**config.mk**
```make
export PLATFORM = sky130hd
export DESIGN_NAME = ifu_prefetch_flat
export DESIGN_NICKNAME = d
export VERILOG_FILES = /design/src/rtl/ifu_prefetch_pkg.sv /design/src/rtl/ifu_prefetch_if.sv /design/src/rtl/ifu_prefetch_sync_fifo.sv /design/src/rtl/ifu_prefetch.sv /design/src/flat_wrapper.sv
export SDC_FILE = /design/constraint.sdc
export NUM_CORES = 1
export LEC_CHECK = 0
export ABC_AREA = 1
export ABC_CLOCK_PERIOD_IN_PS = 5320
export CORE_MARGIN = 4
export CORE_UTILIZATION = 32
export DETAILED_ROUTE_END_ITERATION = 7
export SLEW_MARGIN = 15
export SYNTH_ARGS = -nofsm -noshare
export SYNTH_HDL_FRONTEND = slang
export SYNTH_SLANG_ARGS = --single-unit
export TNS_END_PERCENT = 100
```
**constraint.sdc**
```tcl
create_clock -name clk -period 5.32 [get_ports clk]
set_input_delay 0.798 -clock clk [delete_from_list [all_inputs] [get_ports clk]]
set_output_delay 0.798 -clock clk [all_outputs]
set_load 0.02 [all_outputs]
```
**src/rtl/ifu_prefetch_pkg.sv**
```systemverilog
// rtl/ifu_prefetch_pkg.sv - shared constants for the instruction-fetch prefetch unit
//
// Purpose : default widths, PC step and NOP encoding shared by the fetch path
//           and later buffered stages.
// Ports   : none (package).
package ifu_prefetch_pkg;

  localparam int unsigned ADDR_W_DEF = 32;
  localparam int unsigned INST_W_DEF = 32;
  localparam logic [31:0] INST_NOP   = 32'h0000_0013;
  localparam int unsigned PC_STEP    = 4;

  // Width of a counter that must hold the values 0..depth inclusive.
  function automatic int unsigned cnt_w(input int unsigned depth);
    return $clog2(depth) + 1;
  endfunction

endpackage

```
**src/rtl/ifu_prefetch_if.sv**
```systemverilog
// rtl/ifu_prefetch_if.sv - ROM fetch bus, redirect and decode handshake bundle
//
// Purpose : groups the ROM request/grant/response bus, the ctrl redirect and
//           the decode valid/ready handshake seen by ifu_prefetch.
// Ports   : master = prefetch unit side, slave = ROM/ctrl/decode side.
//   rom_req_o/rom_addr_o            fetch request and word address
//   rom_gnt_i                       request accepted this cycle
//   rom_rvalid_i/rom_rdata_i        in-order response
//   jump_flag_i/jump_addr_i         redirect from ctrl
//   inst_valid_o/inst_o/pc_o        queue head to decode
//   inst_ready_i                    decode accepts head
interface ifu_prefetch_if #(
  parameter int unsigned ADDR_W = 32,
  parameter int unsigned INST_W = 32
);

  logic              rom_req_o;
  logic [ADDR_W-1:0] rom_addr_o;
  logic              rom_gnt_i;
  logic              rom_rvalid_i;
  logic [INST_W-1:0] rom_rdata_i;
  logic              jump_flag_i;
  logic [ADDR_W-1:0] jump_addr_i;
  logic              inst_valid_o;
  logic [INST_W-1:0] inst_o;
  logic [ADDR_W-1:0] pc_o;
  logic              inst_ready_i;

  modport master (
    output rom_req_o, rom_addr_o, inst_valid_o, inst_o, pc_o,
    input  rom_gnt_i, rom_rvalid_i, rom_rdata_i, jump_flag_i, jump_addr_i,
           inst_ready_i
  );

  modport slave (
    input  rom_req_o, rom_addr_o, inst_valid_o, inst_o, pc_o,
    output rom_gnt_i, rom_rvalid_i, rom_rdata_i, jump_flag_i, jump_addr_i,
           inst_ready_i
  );

endinterface

```
**src/rtl/ifu_prefetch_sync_fifo.sv**
```systemverilog
// rtl/ifu_prefetch_sync_fifo.sv - synchronous FIFO with clear, no read bypass
//
// Purpose : registered FIFO used as the prefetch queue; reusable by later
//           buffered stages.
// Ports   :
//   clk, rst_n         clock, asynchronous active-low reset
//   clr_i              synchronous clear; overrides push and pop
//   push_i, wdata_i    write (ignored when full)
//   pop_i              remove head (ignored when empty)
//   rdata_o            head entry (meaningful only when !empty_o)
//   empty_o, full_o    status
//   count_o            occupancy 0..DEPTH
module sync_fifo #(
  parameter int unsigned WIDTH = 64,
  parameter int unsigned DEPTH = 4
) (
  input  logic                       clk,
  input  logic                       rst_n,
  input  logic                       clr_i,
  input  logic                       push_i,
  input  logic [WIDTH-1:0]           wdata_i,
  input  logic                       pop_i,
  output logic [WIDTH-1:0]           rdata_o,
  output logic                       empty_o,
  output logic                       full_o,
  output logic [$clog2(DEPTH):0]     count_o
);

  localparam int unsigned PTR_W = $clog2(DEPTH);
  localparam int unsigned CNT_W = PTR_W + 1;
  localparam logic [CNT_W-1:0] FULL_CNT = CNT_W'(DEPTH);

  logic [WIDTH-1:0] mem_q [DEPTH];
  logic [PTR_W-1:0] wr_ptr_q, wr_ptr_d;
  logic [PTR_W-1:0] rd_ptr_q, rd_ptr_d;
  logic [CNT_W-1:0] count_q, count_d;
  logic             do_push, do_pop;

  assign empty_o = (count_q == '0);
  assign full_o  = (count_q == FULL_CNT);
  assign count_o = count_q;
  assign rdata_o = mem_q[rd_ptr_q];

  assign do_push = push_i && !full_o && !clr_i;
  assign do_pop  = pop_i && !empty_o && !clr_i;

  always_comb begin
    wr_ptr_d = wr_ptr_q;
    rd_ptr_d = rd_ptr_q;
    count_d  = count_q;
    if (clr_i) begin
      wr_ptr_d = '0;
      rd_ptr_d = '0;
      count_d  = '0;
    end else begin
      // DEPTH is a power of two, so the pointers wrap naturally.
      if (do_push) wr_ptr_d = wr_ptr_q + PTR_W'(1);
      if (do_pop)  rd_ptr_d = rd_ptr_q + PTR_W'(1);
      if (do_push && !do_pop)      count_d = count_q + CNT_W'(1);
      else if (!do_push && do_pop) count_d = count_q - CNT_W'(1);
    end
  end

  always_ff @(posedge clk or negedge rst_n) begin
    if (!rst_n) begin
      wr_ptr_q <= '0;
      rd_ptr_q <= '0;
      count_q  <= '0;
    end else begin
      wr_ptr_q <= wr_ptr_d;
      rd_ptr_q <= rd_ptr_d;
      count_q  <= count_d;
    end
  end

  // Storage needs no reset: entries are only observed when count_q says so.
  always_ff @(posedge clk) begin
    if (do_push) mem_q[wr_ptr_q] <= wdata_i;
  end

endmodule

```
**src/rtl/ifu_prefetch.sv**
```systemverilog
// rtl/ifu_prefetch.sv - instruction prefetch unit with credit-based ROM fetch
//
// Purpose : issues sequential word fetches to ROM, buffers up to DEPTH
//           {pc, instruction} pairs, drops queued and in-flight fetches on a
//           redirect and hands one instruction per cycle to decode.
// Ports   :
//   clk, rst_n   core clock, asynchronous active-low reset
//   bus          ifu_prefetch_if master: ROM bus, redirect, decode handshake
module ifu_prefetch
  import ifu_prefetch_pkg::*;
#(
  parameter int unsigned       ADDR_W   = ADDR_W_DEF,
  parameter int unsigned       INST_W   = INST_W_DEF,
  parameter int unsigned       DEPTH    = 4,
  parameter logic [ADDR_W-1:0] RESET_PC = '0
) (
  input  logic           clk,
  input  logic           rst_n,
  ifu_prefetch_if.master bus
);

  localparam int unsigned CNT_W = cnt_w(DEPTH);
  localparam int unsigned ENT_W = ADDR_W + INST_W;
  localparam logic [ADDR_W-1:0] STEP = ADDR_W'(PC_STEP);
  localparam logic [CNT_W:0] CREDIT_MAX = (CNT_W + 1)'(DEPTH);

  logic [ADDR_W-1:0] fetch_pc_q, fetch_pc_d;
  logic [ADDR_W-1:0] resp_pc_q,  resp_pc_d;
  logic [CNT_W-1:0]  pending_q,  pending_d;
  logic [CNT_W-1:0]  discard_q,  discard_d;

  logic [CNT_W-1:0]  occupancy;
  logic [CNT_W:0]    in_use;
  logic [ADDR_W-1:0] jump_target;
  logic [ENT_W-1:0]  head;
  logic              empty;
  logic              full_unused;
  logic              jump, resp, grant, push, pop;

  assign jump        = bus.jump_flag_i;
  assign resp        = bus.rom_rvalid_i;
  assign jump_target = {bus.jump_addr_i[ADDR_W-1:2], 2'b00};

  // Credit rule: every outstanding request already owns a queue slot, so a
  // response can always be pushed without back-pressuring the ROM. Slots held
  // by requests that will be discarded still count; this is conservative.
  assign in_use        = (CNT_W + 1)'(occupancy) + (CNT_W + 1)'(pending_q);
  assign bus.rom_req_o = rst_n && !jump && (in_use < CREDIT_MAX);
  assign bus.rom_addr_o = fetch_pc_q;

  assign grant = bus.rom_req_o && bus.rom_gnt_i;
  assign push  = resp && (discard_q == '0) && !jump;

  assign bus.inst_valid_o = !jump && !empty;
  assign pop              = bus.inst_valid_o && bus.inst_ready_i;
  assign bus.inst_o       = empty ? '0 : head[INST_W-1:0];
  assign bus.pc_o         = empty ? '0 : head[ENT_W-1:INST_W];

  always_comb begin
    fetch_pc_d = fetch_pc_q;
    resp_pc_d  = resp_pc_q;
    pending_d  = pending_q;
    discard_d  = discard_q;

    if (grant && !resp)      pending_d = pending_q + CNT_W'(1);
    else if (!grant && resp) pending_d = pending_q - CNT_W'(1);

    if (jump) begin
      fetch_pc_d = jump_target;
      resp_pc_d  = jump_target;
      // A response arriving in the redirect cycle is already dropped here,
      // so it must not be counted again as a future discard.
      discard_d  = pending_q - CNT_W'(resp);
    end else begin
      if (grant) fetch_pc_d = fetch_pc_q + STEP;
      if (push)  resp_pc_d  = resp_pc_q + STEP;
      if (resp && (discard_q != '0)) discard_d = discard_q - CNT_W'(1);
    end
  end

  always_ff @(posedge clk or negedge rst_n) begin
    if (!rst_n) begin
      fetch_pc_q <= RESET_PC;
      resp_pc_q  <= RESET_PC;
      pending_q  <= '0;
      discard_q  <= '0;
    end else begin
      fetch_pc_q <= fetch_pc_d;
      resp_pc_q  <= resp_pc_d;
      pending_q  <= pending_d;
      discard_q  <= discard_d;
    end
  end

  sync_fifo #(
    .WIDTH (ENT_W),
    .DEPTH (DEPTH)
  ) u_queue (
    .clk     (clk),
    .rst_n   (rst_n),
    .clr_i   (jump),
    .push_i  (push),
    .wdata_i ({resp_pc_q, bus.rom_rdata_i}),
    .pop_i   (pop),
    .rdata_o (head),
    .empty_o (empty),
    .full_o  (full_unused),
    .count_o (occupancy)
  );

endmodule
```
**src/flat_wrapper.sv**
```systemverilog
// flat-port wrapper written by rule: the top's interface ports become plain ports
module ifu_prefetch_flat import ifu_prefetch_pkg::*;
#(
  parameter int unsigned       ADDR_W   = ADDR_W_DEF,
  parameter int unsigned       INST_W   = INST_W_DEF,
  parameter int unsigned       DEPTH    = 4,
  parameter logic [ADDR_W-1:0] RESET_PC = '0
)
  (clk, rst_n, bus_rom_req_o, bus_rom_addr_o, bus_inst_valid_o, bus_inst_o, bus_pc_o, bus_rom_gnt_i, bus_rom_rvalid_i, bus_rom_rdata_i, bus_jump_flag_i, bus_jump_addr_i, bus_inst_ready_i);
  ifu_prefetch_if #(.ADDR_W(ADDR_W), .INST_W(INST_W)) bus_i ();
  input  logic clk;
  input  logic rst_n;
  output wire logic [$bits(bus_i.rom_req_o)-1:0] bus_rom_req_o;
  output wire logic [$bits(bus_i.rom_addr_o)-1:0] bus_rom_addr_o;
  output wire logic [$bits(bus_i.inst_valid_o)-1:0] bus_inst_valid_o;
  output wire logic [$bits(bus_i.inst_o)-1:0] bus_inst_o;
  output wire logic [$bits(bus_i.pc_o)-1:0] bus_pc_o;
  input wire logic [$bits(bus_i.rom_gnt_i)-1:0] bus_rom_gnt_i;
  input wire logic [$bits(bus_i.rom_rvalid_i)-1:0] bus_rom_rvalid_i;
  input wire logic [$bits(bus_i.rom_rdata_i)-1:0] bus_rom_rdata_i;
  input wire logic [$bits(bus_i.jump_flag_i)-1:0] bus_jump_flag_i;
  input wire logic [$bits(bus_i.jump_addr_i)-1:0] bus_jump_addr_i;
  input wire logic [$bits(bus_i.inst_ready_i)-1:0] bus_inst_ready_i;
  assign bus_rom_req_o = bus_i.rom_req_o;
  assign bus_rom_addr_o = bus_i.rom_addr_o;
  assign bus_inst_valid_o = bus_i.inst_valid_o;
  assign bus_inst_o = bus_i.inst_o;
  assign bus_pc_o = bus_i.pc_o;
  assign bus_i.rom_gnt_i = bus_rom_gnt_i;
  assign bus_i.rom_rvalid_i = bus_rom_rvalid_i;
  assign bus_i.rom_rdata_i = bus_rom_rdata_i;
  assign bus_i.jump_flag_i = bus_jump_flag_i;
  assign bus_i.jump_addr_i = bus_jump_addr_i;
  assign bus_i.inst_ready_i = bus_inst_ready_i;
  ifu_prefetch #(.ADDR_W(ADDR_W), .INST_W(INST_W), .DEPTH(DEPTH), .RESET_PC(RESET_PC)) u_core (.clk(clk), .rst_n(rst_n), .bus(bus_i));
endmodule
```
Word level (Yosys, flattened, before mapping)
Memory sizes are Yosys's and may differ from the RTL's.
Cells that the tools add are included.
Operators by class
  multiplexer cells: 19
  magnitude comparators: 1
  add/subtract/negate cells: 11
  equality and inequality tests: 1
  reduce and logical (&&, ||, !) cells: 33
Operators by type and width (count)
  two-way mux 32 bit: 6
  adder 32 x 3 -> 32 bit (second input constant): 2
  two-way mux 3 bit: 7
  logical AND 1 bit: 16
  nonzero test 2 bit: 6
  subtractor 3 x 1 -> 3 bit (second input constant): 3
  two-way mux 2 bit: 4
  zero test 1 bit: 7
  adder 3 x 1 -> 3 bit (second input constant): 2
  zero test 3 bit: 2
  nonzero test 3 bit: 2
  adder 2 x 1 -> 2 bit (second input constant): 2
  adder 3 x 3 -> 4 bit: 1
  < comparator 4 x 3 -> 1 bit (second input constant): 1
  equality test 3 bit (second input constant): 1
  subtractor 3 x 1 -> 3 bit: 1
  two-way mux 1 bit: 2
Storage, ports and cells
  RAM bits: 256
  output and inout bits: 98
  input port bits: 70
  memories kept: 1
  register bits: 77
Memories
  u_core.u_queue.mem_q: words 4, width 64, rd ports 1, clocked after Yosys merged registers in 0, wr ports 1, line ifu_prefetch_sync_fifo.sv:33  | logic [WIDTH-1:0] mem_q [DEPTH];

Depth between registers and ports, before layout
Gate-level depths: netlist (run 1).
  depth in word-level cells: 10
  mapped depth: 13
  gate-level depth less buffers: 12

Cells and area by module
From an unflattened synthesis (run 1), not the netlist that was laid out.
Unflattened totals
  cell total of the unflattened synthesis: 1517
  area, all modules: 15137.0 µm²
Modules (own cells, without submodules)
  sync_fifo: sequential area each 7862.5 µm², area an instance 9985.8 µm², times used 1, cells each 689
  ifu_prefetch: sequential area each 1651.6 µm², area an instance 5151.2 µm², times used 1, cells each 828

Least setup slack after synthesis (run 1)
Ideal clock, no wire load.
  path kind: input-to-reg
  start point: in bus_rom_rvalid_i
  end point: mem u_core.u_queue.mem_q[0][0] (enable)
  path slack: 1.059 ns
  setup time: 0.482 ns
  path buffers: 0
  cell stages on the path: 4
  data arrival time: 3.779 ns
  cells stage by stage: nand3_1 > nor2_4 > o21ai_2 > nor2_1
On the way
  cells in the longest elaborated chain, start to end: 6
RTL lines
  from (decl): line flat_wrapper.sv:19  | input wire logic [$bits(bus_i.rom_rvalid_i)-1:0] bus_rom_rvalid_i;
  logical AND 1 bit (2 in a row): line ifu_prefetch.sv:52  | assign push = resp && (discard_q == '0) && !jump;
  logical AND 1 bit (2 in a row): line ifu_prefetch_sync_fifo.sv:44  | assign do_push = push_i && !full_o && !clr_i;
  two-way mux 1 bit: line ifu_prefetch_sync_fifo.sv:78  | if (do_push) mem_q[wr_ptr_q] <= wdata_i;
  two-way mux 1 bit (implied by the code): line ifu_prefetch_sync_fifo.sv:78
  to (decl): line ifu_prefetch_sync_fifo.sv:33
No other way between the ends.

Worst setup path after layout (run 1)
  start point: reg u_core.u_queue.rd_ptr_q[0]
  end point: out bus_inst_o[17]
On the way
  cells in the longest elaborated chain, start to end: 2
RTL lines
  from (decl): line ifu_prefetch_sync_fifo.sv:35  | logic [PTR_W-1:0] rd_ptr_q, rd_ptr_d;
  from (signal assigned): line ifu_prefetch_sync_fifo.sv:71  | rd_ptr_q <= rd_ptr_d;
  memory (4 x 64 bit)
  two-way mux 32 bit: line ifu_prefetch.sv:56  | assign bus.inst_o = empty ? '0 : head[INST_W-1:0];
  to (decl): line flat_wrapper.sv:16  | output wire logic [$bits(bus_i.inst_o)-1:0] bus_inst_o;
No other way between the ends.

==> results by group, run 1 <==
Setup path
  – Setup CP Type: register to output port
  – Crit-path cells: buf_4 > nor2_1 > nor2_1 > o21ai_0 > a21oi_1 > clkdlybuf4s50_1
  – Critical Path AT: 3390 ps
  – Buf/Inv on CP: 2
  – CP max FO: 76
  – Crit end category: output port
  – Slowest cell delay on critical path: 1000 ps
  – CP Launch Type: register
  – Family with the most delay on the worst path: buffers and inverters
  – Crit-path slowest cell: dfrtp_4
  – CP required: 4520 ps
  – Most common cell on crit path: nor2_1

Finish
  – Net count, final: 1742
  – Synthesis-to-finish area growth: 22.8%
  – Fraction of layout cells with a size suffix above 1: 5.23%
  – Inserted Diodes: 0

Timing
  – RSZ-0062 raised after global routing: false
  – Worst slew margin: around two fifths
  – Setup ws final: 1140 ps
  – Final Hold Viols: 0
  – Max Slew Vio Count: 0
  – TNS Setup: 0 ps
  – Fmax: 239 MHz
  – Setup Viol. Count Final: 0
  – Period utilization: 78.6%
  – Worst-Margin Slew: 883 ps
  – Post-layout min period: 4180 ps
  – Clk_skew: 18.3 ps

Synth
  – Register area share after synthesis: 63.0%
  – Avg Inst Size Synth: 9.76 µm²
  – Number of synthesized flops with an enable pin: roughly 250
  – Yosys reg bits: 321
  – Area contributors post-synth: edfxtp_1 51%, dfrtp_1 12%, nor2_1 9.1%
  – FFs w/ async S/R, synth: 22.7%
  – Mapped Cells: roughly 1500
  – Post-Syn Area: 14700 µm²
  – YS warnings: 0
  – Yosys cell types: 39
  – Top_reg_cell synth: edfxtp_1
  – Yosys top cell area share: 50.6%
  – Synth area leader: edfxtp_1

Global route
  – First-pass GRT wire length: 60900 µm
  – Overflow after GRT: 0
  – Initial antenna violation count: 0
  – Vias in the first global route: 10800
  – Largest net degree at the start of global routing: 102
  – All-Layer GR Usage: 15.4%

Floorplanning
  – Area of the die: ~49000 µm²
  – DIE HEIGHT: approximately 220 µm
  – Die X: ~220 µm
  – Row count: 78
  – I/O pins: 168
  – Core region area: ~45000 µm²
  – Initial core utilization: 32.4%

Power and ir drop
  – P_sw: 0.00312 W
  – Int Power: 0.00545 W
  – Power per cell area: 474 nW/µm²
  – Gate power share: 34.3%
  – VDD IR max: about 0.29 mV
  – Sequential power share: 38.2%
  – Leakage Power: 6.67 nW
  – Sw Ratio: 36.4%
  – Clock power share: 27.4%

Drt
  – Routed Antenna Nets: 0
  – # DRC: 0
  – Drt wl/cell: between 15 and 20 µm
  – DR pass1 iterations: 4
  – Vias: 11000
  – WL final: 39500 µm
  – Initial DRC count: 839
  – Vias per Instance: 4.80

Clock network
  – CTS hold repair buffers: 0
  – Max clock buf depth: 3
  – Root Driver: clkbuf_16
  – Setup Buffers After CTS: 0
  – CTS sink cnt: roughly 320
  – Clock Pin Slew Worst Setup and Hold Paths: ~60 ps
  – Num CTS Buffers: 36
  – H-tree levels: 2
  – PostCTS Resize Cnt: 0
  – Worst skew pair latency: 530 ps
  – CTS tree: built

Placed design
  – RD Place Congestion: 0.868
  – Hpwl dp: 24600 µm
  – Port-buffer cells: about 160
  – DP Worst Slack: approximately 1400 ps

Job
  – Max Cap Viol: 0

Hold path
  – Hold WC Path Type: input port to async pin

Outcome
  – Status: finished, final reports clean
[synthesized netlist by cell type, drive strengths merged, types with 2 or more instances]
cell,n
nand4,5
a31oi,3
o21ai,156
edfxtp,248
nand2,291
nor3,2
nand3,53
ha,13
o22ai,2
clkbuf,31
nand3b,4
buf,34
xnor2,10
a21oi,70
nor2,365
xor2,32
dfrtp,73
inv,95
o211ai,15
fa,2
[flip-flops by register name, summed over array words and instances, names as in the netlist]
signal / count
u_core.bus.rom_addr_o: 30
u_core.discard_q: 3
u_core.pending_q: 3
u_core.resp_pc_q: 30
u_core.u_queue.count_o: 3
u_core.u_queue.mem_q: 248
u_core.u_queue.rd_ptr_q: 2
u_core.u_queue.wr_ptr_q: 2
[layout by cell type, fill, tap and decap left out, drive strengths merged, types with 13 or more instances in the layout]
master,instances
xor2,32
clkdlybuf4s50,160
dfrtp,73
nand3,53
nor2,365
ha,13
a21oi,70
inv,96
o21ai,156
o211ai,15
edfxtp,248
clkbuf,48
nand2,291
[through the flow]
stage | util [%] | cell area, µm² | total power [W] | hold WS (ps) | cells
6_report | 39.8 | 18100 | 0.00857 | 178 | 2282
5_1_grt | 39.8 | 18100 | 0.00906 | 192 | 2282
4_1_cts | 39.8 | 18100 | 0.00868 | 174 | 2282
3_5_place_dp | 37.4 | 17000 | 0.00630 | 532 | 2219
3_3_place_gp | 37.4 | 17000 | 0.00626 | 532 | 2219
2_1_floorplan | - | 14700 | 0.00492 | 490 | 1512
[cell families (layout without fill, tap and decap cells)]
family / count (synthesis) / in the layout / share of synthesized area (%)
buf+inv: 160 / 330 / 4.43
xor+xnor: 42 / 42 / 2.50
fa+ha+maj: 15 / 15 / 1.38
simple gates: 721 / 721 / 19.8
flops: 321 / 321 / 63.0
compound gates: 249 / 249 / 8.90
other cells: 1 / 4 / 0.0255
[power by group through the flow]
stage	clock network [W]	logic (W)	registers, W
floorplan	0	0.00173	0.00320
finish	0.00235	0.00294	0.00328
detailed placement	0	0.00298	0.00332
CTS	0.00241	0.00299	0.00327
global route	0.00252	0.00322	0.00331
global placement	0	0.00294	0.00331
[area by class of cell]
class,instances,area (µm²)
Sequential cell,321,9280
Clock inverter,15,149
Tap cell,600,751
Clock buffer,48,946
Timing Repair Buffer,172,1750
Multi-Input combinational cell,1031,4840
Fill cell,4411,27300
Inverter,95,358
[metal layers]
layer | up-vias | global-route usage (%) | wire [µm]
met3 | 55 | 2.89 | 2250
met5 | - | 0 | 0
met4 | 0 | 3.26 | 690
met2 | 278 | 25.2 | 18300
li1 | 5325 | - | -
met1 | 5300 | 21.5 | 18300
[final timing paths]
| kind | slack, ps | cells past startpoint | end | startpoint |
|---|---|---|---|---|
| max | 1140 | 6 | bus_inst_o[17] | u_core.u_queue.rd_ptr_q[0] |
| max reg2reg | 2280 | 12 | u_core.pending_q[2] | u_core.u_queue.count_o[2] |
| max in group asynchronous | 4060 | 2 | u_core.u_queue.rd_ptr_q[0] | rst_n |
| min | 180 | 1 | u_core.bus.rom_addr_o[19] | rst_n |
| min reg2reg | 540 | 1 | u_core.pending_q[2] | u_core.pending_q[2] |
| min in group clk | 540 | 1 | u_core.pending_q[2] | u_core.pending_q[2] |
Note: power is estimated with default switching activity, not from simulation.
==> inputs of run 2 (changes only) <==
--- a/config.mk
+++ b/config.mk
@@ -6,7 +6,7 @@
 export NUM_CORES = 1
 export LEC_CHECK = 0
 export ABC_AREA = 1
-export ABC_CLOCK_PERIOD_IN_PS = 5320
+export ABC_CLOCK_PERIOD_IN_PS = 4100
 export CORE_MARGIN = 4
 export CORE_UTILIZATION = 32
 export DETAILED_ROUTE_END_ITERATION = 7
==> constraint.sdc (replaced) <==
create_clock -name clk -period 4.1 [get_ports clk]
set_input_delay 0.615 -clock clk [delete_from_list [all_inputs] [get_ports clk]]
set_output_delay 0.615 -clock clk [all_outputs]
set_load 0.02 [all_outputs]
==> results by group, run 2 (same netlist as run 1, synthesis figures left out) <==
Outcome
  – Status: finished, final reports clean (unchanged)

Drt
  – Initial DRC count: 823 (was 839)
  – WL final: 39300 µm (was 39500 µm)
  – DR pass1 iterations: 5 (was 4)
  – Routed Antenna Nets: 0 (unchanged)
  – Drt wl/cell: 17.2 µm (was 17.3 µm)
  – Vias per Instance: 4.82 (was 4.80)
  – Vias: 11000 (about the same)
  – # DRC: 0 (unchanged)

Placed design
  – Port-buffer cells: 161 (unchanged)
  – RD Place Congestion: 0.881 (was 0.868)
  – DP Worst Slack: 840 ps (was 1400 ps)
  – Cell total after placement: 2223 (was 2219)
  – Hpwl dp: 24300 µm (was 24600 µm)
  – Area of placed instances: 17100 µm² (was 17000 µm²)

Finish
  – Synthesis-to-finish area growth: 23.7% (was 22.8%)
  – Inserted Diodes: 0 (unchanged)
  – Max reg flops: 248 (unchanged)
  – Finished Cell Area: 18200 µm² (was 18100 µm²)
  – Commonest non-fill, non-tap cell in the layout: nor2_1 (unchanged)
  – Net count, final: 1746 (was 1742)
  – Fraction of layout cells with a size suffix above 1: 5.69% (was 5.23%)
  – Largest reg by FF count: u_core.u_queue.mem_q (unchanged)
  – Most frequent cells in the layout: 353 x nor2_1, 285 x nand2_1, 248 x edfxtp_1, 160 x clkdlybuf4s50_1, 151 x o21ai_0 (unchanged)
  – Fin cells: 2286 (was 2282)

Power and ir drop
  – Leakage Power: 6.73 nW (was 6.67 nW)
  – VDD IR max: 0.376 mV (was 0.291 mV)
  – Power per cell area: 620 nW/µm² (was 474 nW/µm²)

Job
  – Max Cap Viol: 0 (unchanged)

Floorplanning
  – Row count: 78 (unchanged)
  – Core region area: 45400 µm² (unchanged)
  – Die X: 222 µm (unchanged)
  – DIE HEIGHT: 222 µm (unchanged)
  – I/O pins: 168 (unchanged)
  – Area of the die: 49500 µm² (unchanged)
  – Initial core utilization: 32.4% (unchanged)

Clock network
  – Worst skew pair latency: 530 ps (about the same)
  – PostCTS Resize Cnt: 0 (unchanged)
  – H-tree levels: 2 (unchanged)
  – Max clock buf depth: 3 (unchanged)
  – Setup Buffers After CTS: 0 (unchanged)
  – CTS tree: built (unchanged)
  – CTS sink cnt: 321 (unchanged)
  – CTS hold repair buffers: 0 (unchanged)
  – Clock Pin Slew Worst Setup and Hold Paths: 60 ps (about the same)
  – Num CTS Buffers: 36 (unchanged)
  – Root Driver: clkbuf_16 (unchanged)

Timing
  – Setup ws final: 478 ps (was 1140 ps)
  – Final Hold Viols: 0 (unchanged)
  – Fmax: 276 MHz
  – RSZ-0062 raised after global routing: false (unchanged)
  – Period utilization: 88.3%
  – Post-layout min period: around 3600 ps
  – Worst slew margin: 39.7% (was 41.2%)
  – Worst-Margin Slew: 904 ps (was 883 ps)
  – Max Slew Vio Count: 0 (unchanged)
  – Setup Viol. Count Final: 0 (unchanged)
  – Clk_skew: 26.1 ps (was 18.3 ps)
  – Worst hold slack: 154 ps (was 178 ps)

Global route
  – First-pass GRT wire length: 61300 µm (was 60900 µm)
  – Largest net degree at the start of global routing: 91 (was 102)
  – Vias in the first global route: 10800 (about the same)
  – All-Layer GR Usage: 15.5% (was 15.4%)
  – Initial antenna violation count: 0 (unchanged)
  – Overflow after GRT: 0 (unchanged)

Setup path
  – Crit-path cells: buf_12 > nor2_1 > nor2_1 > o21ai_0 > a21oi_1 > clkdlybuf4s50_1 (was buf_4 > nor2_1 > nor2_1 > o21ai_0 > a21oi_1 > clkdlybuf4s50_1)
  – Most common cell on crit path: nor2_1 (unchanged)
  – CP max FO: 90 (was 76)
  – Crit-path slowest cell: dfrtp_4 (unchanged)
  – Crit end category: output port (unchanged)
  – CP Launch Type: register (unchanged)
  – Slowest cell delay on critical path: 720 ps (was 1000 ps)
  – CP required: 3480 ps (was 4520 ps)
  – Setup CP Type: register to output port (unchanged)
  – Critical Path AT: 3010 ps (was 3390 ps)

Hold path
  – Hold WC Path Type: input port to async pin (unchanged)
run 2: cell types whose count changed in the layout (fill, tap and decap cells not counted):
cell and delta:
inv_6 -1, clkinv_4 -1, bufinv_16 +1, inv_16 -1
clkinv_2 +3, buf_12 +4, clkbuf_1 -2, clkinv_1 -2
clkbuf_16 +2, clkinvlp_4 +1
run 2: where the power goes:
part           internal (W)  switching (W)  total (W)
registers           0.00381       0.000382    0.00420
logic               0.00156        0.00241    0.00396
clock network       0.00188        0.00125    0.00313
total               0.00725        0.00404     0.0113
run 2: cell type report:
| type | count | area [µm²] |
|---|---|---|
| Tap cell | 600 | 751 |
| Fill cell | 4394 | 27200 |
| Multi-Input combinational cell | 1031 | 4840 |
| Timing Repair Buffer | 176 | 1830 |
| Sequential cell | 321 | 9280 |
| Inverter | 95 | 358 |
| Clock buffer | 48 | 988 |
| Clock inverter | 15 | 156 |
run 2: final timing paths:
| path | from | endpoint | slack [ps] | cells after the start |
|---|---|---|---|---|
| worst max-delay path | u_core.u_queue.rd_ptr_q[0] | bus_pc_o[14] | 480 | 6 |
| worst min-delay path | rst_n | u_core.bus.rom_addr_o[19] | 150 | 2 |
| worst max register to register | u_core.u_queue.count_o[2] | u_core.pending_q[2] | 1420 | 13 |
| worst min register to register | u_core.pending_q[2] | u_core.pending_q[2] | 530 | 1 |
| max in group asynchronous | rst_n | u_core.u_queue.rd_ptr_q[0] | 2950 | 3 |
| min in group clk | u_core.pending_q[2] | u_core.pending_q[2] | 530 | 1 |
run 2: per-stage QoR:
stage | setup TNS [ps] | util, % | total power (W)
2_1_floorplan | -13840 | - | 0.00639
3_3_place_gp | 0 | 37.6 | 0.00821
3_5_place_dp | 0 | 37.6 | 0.00826
4_1_cts | 0 | 40.1 | 0.0114
5_1_grt | 0 | 40.1 | 0.0119
6_report | 0 | 40.1 | 0.0113
run 2: worst max-delay path, delay by kind of cell (launching register included):
family,cells,cell delay (ps)
flops,1,720
simple gates,2,200
buf+inv,2,1080
compound gates,2,420
run 2: routing by layer:
layer / track usage [%] / wire length, µm / vias up
li1: - / - / 5330
met1: 22.4 / 18200 / 5293
met2: 24.3 / 17900 / 331
met3: 2.62 / 2320 / 59
met4: 4.08 / 909 / 0
met5: 0 / 0 / -
==> inputs of run 3 (changes only) <==
--- a/config.mk
+++ b/config.mk
@@ -6,10 +6,13 @@
 export NUM_CORES = 1
 export LEC_CHECK = 0
 export ABC_AREA = 1
-export ABC_CLOCK_PERIOD_IN_PS = 4100
+export ABC_CLOCK_PERIOD_IN_PS = 2900
+export CELL_PAD_IN_SITES_DETAIL_PLACEMENT = 0
+export CELL_PAD_IN_SITES_GLOBAL_PLACEMENT = 1
 export CORE_MARGIN = 4
 export CORE_UTILIZATION = 32
 export DETAILED_ROUTE_END_ITERATION = 7
+export PLACE_DENSITY_LB_ADDON = 0.1
 export SLEW_MARGIN = 15
 export SYNTH_ARGS = -nofsm -noshare
 export SYNTH_HDL_FRONTEND = slang
==> constraint.sdc (replaced) <==
create_clock -name clk -period 2.9 [get_ports clk]
set_input_delay 0.435 -clock clk [delete_from_list [all_inputs] [get_ports clk]]
set_output_delay 0.435 -clock clk [all_outputs]
set_load 0.02 [all_outputs]
==> results by group, run 3 (same netlist as run 1, synthesis figures left out) <==
Timing
  – Max Slew Vio Count: 0 (unchanged)
  – Period utilization: about 95%
  – Worst-Margin Slew: 668 ps (was 904 ps)
  – Worst hold slack: 89.0 ps (was 154 ps)
  – Clk_skew: 15.4 ps (was 26.1 ps)
  – Worst slew margin: 55.4% (was 39.7%)
  – TNS Setup: 0 ps (unchanged)
  – Post-layout min period: around 2800 ps
  – Final Hold Viols: 0 (unchanged)
  – RSZ-0062 raised after global routing: false (unchanged)
  – Setup Viol. Count Final: 0 (unchanged)
  – Fmax: 363 MHz

Power and ir drop
  – Leakage Power: 7.22 nW (was 6.73 nW)
  – Int Power: 0.0103 W (was 0.00725 W)
  – Clock power share: 29.1% (was 27.7%)
  – Power per cell area: 866 nW/µm² (was 620 nW/µm²)
  – Gate power share: 34.4% (was 35.1%)
  – Sequential power share: 36.5% (was 37.2%)
  – Sw Ratio: 36.0% (was 35.8%)
  – P_sw: 0.00579 W (was 0.00404 W)
  – VDD IR max: 0.431 mV (was 0.376 mV)
  – Tot Pwr: 0.0161 W (was 0.0113 W)

Floorplanning
  – Core region area: 45400 µm² (unchanged)
  – Row count: 78 (unchanged)
  – Die X: 222 µm (unchanged)
  – DIE HEIGHT: 222 µm (unchanged)
  – Area of the die: 49500 µm² (unchanged)
  – Initial core utilization: 32.4% (unchanged)
  – I/O pins: 168 (unchanged)

Drt
  – # DRC: 0 (unchanged)
  – Vias: 10900 (was 11000)
  – DR pass1 iterations: 5 (unchanged)
  – Initial DRC count: 524 (was 823)
  – WL final: 41800 µm (was 39300 µm)
  – Routed Antenna Nets: 0 (unchanged)
  – Vias per Instance: 4.68 (was 4.82)
  – Drt wl/cell: 18.0 µm (was 17.2 µm)

Clock network
  – Clock Pin Slew Worst Setup and Hold Paths: 60 ps (about the same)
  – Max clock buf depth: 3 (unchanged)
  – CTS sink cnt: 321 (unchanged)
  – Num CTS Buffers: 37 (was 36)
  – Root Driver: clkbuf_16 (unchanged)
  – Worst skew pair latency: 550 ps (was 530 ps)
  – CTS tree: built (unchanged)
  – CTS hold repair buffers: 0 (unchanged)
  – H-tree levels: 2 (unchanged)

Setup path
  – Crit-path slowest cell: dfrtp_4 (unchanged)
  – Family with the most delay on the worst path: buffers and inverters (unchanged)
  – Crit end category: output port (unchanged)
  – Crit-path cells: buf_16 > nor2_1 > nor2_1 > o21ai_0 > a21oi_1 > dlygate4sd2_1 (was buf_12 > nor2_1 > nor2_1 > o21ai_0 > a21oi_1 > clkdlybuf4s50_1)
  – R2r endpoint: u_core.pending_q[2] (unchanged)
  – CP Launch Type: register (unchanged)
  – Most common cell on crit path: nor2_1 (unchanged)
  – Instance count on the critical path: 6 (unchanged)
  – CP max FO: 86 (was 90)
  – Worst flop-to-flop path startpoint: u_core.u_queue.count_o[2] (unchanged)
  – Critical Path AT: 2320 ps (was 3010 ps)
  – Buf/Inv on CP: 2 (unchanged)
  – Flop2flop setup slack: 570 ps (was 1420 ps)
  – CP required: 2470 ps (was 3480 ps)
  – Setup CP Type: register to output port (unchanged)
  – Reg2reg path depth: 12 (was 13)
  – Slowest cell delay on critical path: 470 ps (was 720 ps)

Finish
  – Synthesis-to-finish area growth: 26.1% (was 23.7%)
  – Commonest non-fill, non-tap cell in the layout: nor2_1 (unchanged)
  – Fin cells: 2320 (was 2286)
  – Fraction of layout cells with a size suffix above 1: 7.62% (was 5.69%)
  – Net count, final: 1776 (was 1746)
  – Max reg flops: 248 (unchanged)
  – Most frequent cells in the layout: 353 x nor2_1, 285 x nand2_1, 248 x edfxtp_1, 151 x o21ai_0, 97 x clkdlybuf4s50_1 (was 353 x nor2_1, 285 x nand2_1, 248 x edfxtp_1, 160 x clkdlybuf4s50_1, 151 x o21ai_0)
  – Inserted Diodes: 0 (unchanged)
  – Finished Cell Area: 18600 µm² (was 18200 µm²)
  – Largest reg by FF count: u_core.u_queue.mem_q (unchanged)

Outcome
  – Status: finished, final reports clean (unchanged)

Global route
  – Vias in the first global route: 11100 (was 10800)
  – All-Layer GR Usage: 16.8% (was 15.5%)
  – Initial antenna violation count: 0 (unchanged)
  – Largest net degree at the start of global routing: 87 (was 91)
  – First-pass GRT wire length: 65100 µm (was 61300 µm)
  – Overflow after GRT: 0 (unchanged)

Placed design
  – RD Place Congestion: 0.788 (was 0.881)
  – Port-buffer cells: 161 (unchanged)
  – Area of placed instances: 17300 µm² (was 17100 µm²)
  – Cell total after placement: 2249 (was 2223)
  – Hpwl dp: 27300 µm (was 24300 µm)

Job
  – Max Cap Viol: 0 (unchanged)

Hold path
  – Hold WC Path Type: input port to async pin (unchanged)
run 3: layout make-up:
cell class,count,area [µm²]
Clock buffer,47,1010
Clock inverter,21,199
Tap cell,600,751
Timing Repair Buffer,205,2090
Fill cell,4508,26800
Multi-Input combinational cell,1031,4840
Inverter,95,385
Sequential cell,321,9280
run 3: worst max path at each step:
stage,startpoint,to
6_report,u_core.u_queue.rd_ptr_q[0],bus_pc_o[18]
5_1_grt,u_core.u_queue.rd_ptr_q[0],bus_pc_o[29]
4_1_cts,u_core.u_queue.rd_ptr_q[0],bus_pc_o[9]
2_1_floorplan,u_core.discard_q[0],u_core.u_queue.mem_q[0][0]
3_3_place_gp,u_core.u_queue.rd_ptr_q[1],bus_pc_o[17]
3_5_place_dp,u_core.u_queue.rd_ptr_q[1],bus_pc_o[17]
run 3: per-stage QoR:
stage / util (%) / setup WS [ps]
floorplan: - / -235
global placement: 38.1 / 281
detailed placement: 38.1 / 262
CTS: 40.8 / -73.1
global route: 40.9 / 15.1
finish: 40.9 / 145
run 3: routing by layer:
metal	part of all wire, %	up-vias	GRT usage (%)	routed length (µm)
met5	0	-	0	0
met4	2.5	0	4.57	1040
met3	3.9	59	3.38	1620
met2	47	181	27.9	19700
met1	46	5225	22.6	19400
li1	-	5397	-	-
run 3: timing repair:
item	CTS	global route
setup buffers	3	0
cloned	0	0
setup endpoints to repair	63	12
hold endpoints to repair	0	0
gates resized for setup	63	19
run 3: power by group through the flow:
stage	clock network, W	registers, W	logic, W
after global placement	0	0.00597	0.00586
after floorplan	0	0.00586	0.00317
after detailed placement	0	0.00597	0.00588
after global routing	0.00503	0.00593	0.00615
after CTS	0.00482	0.00587	0.00565
final	0.00467	0.00587	0.00554
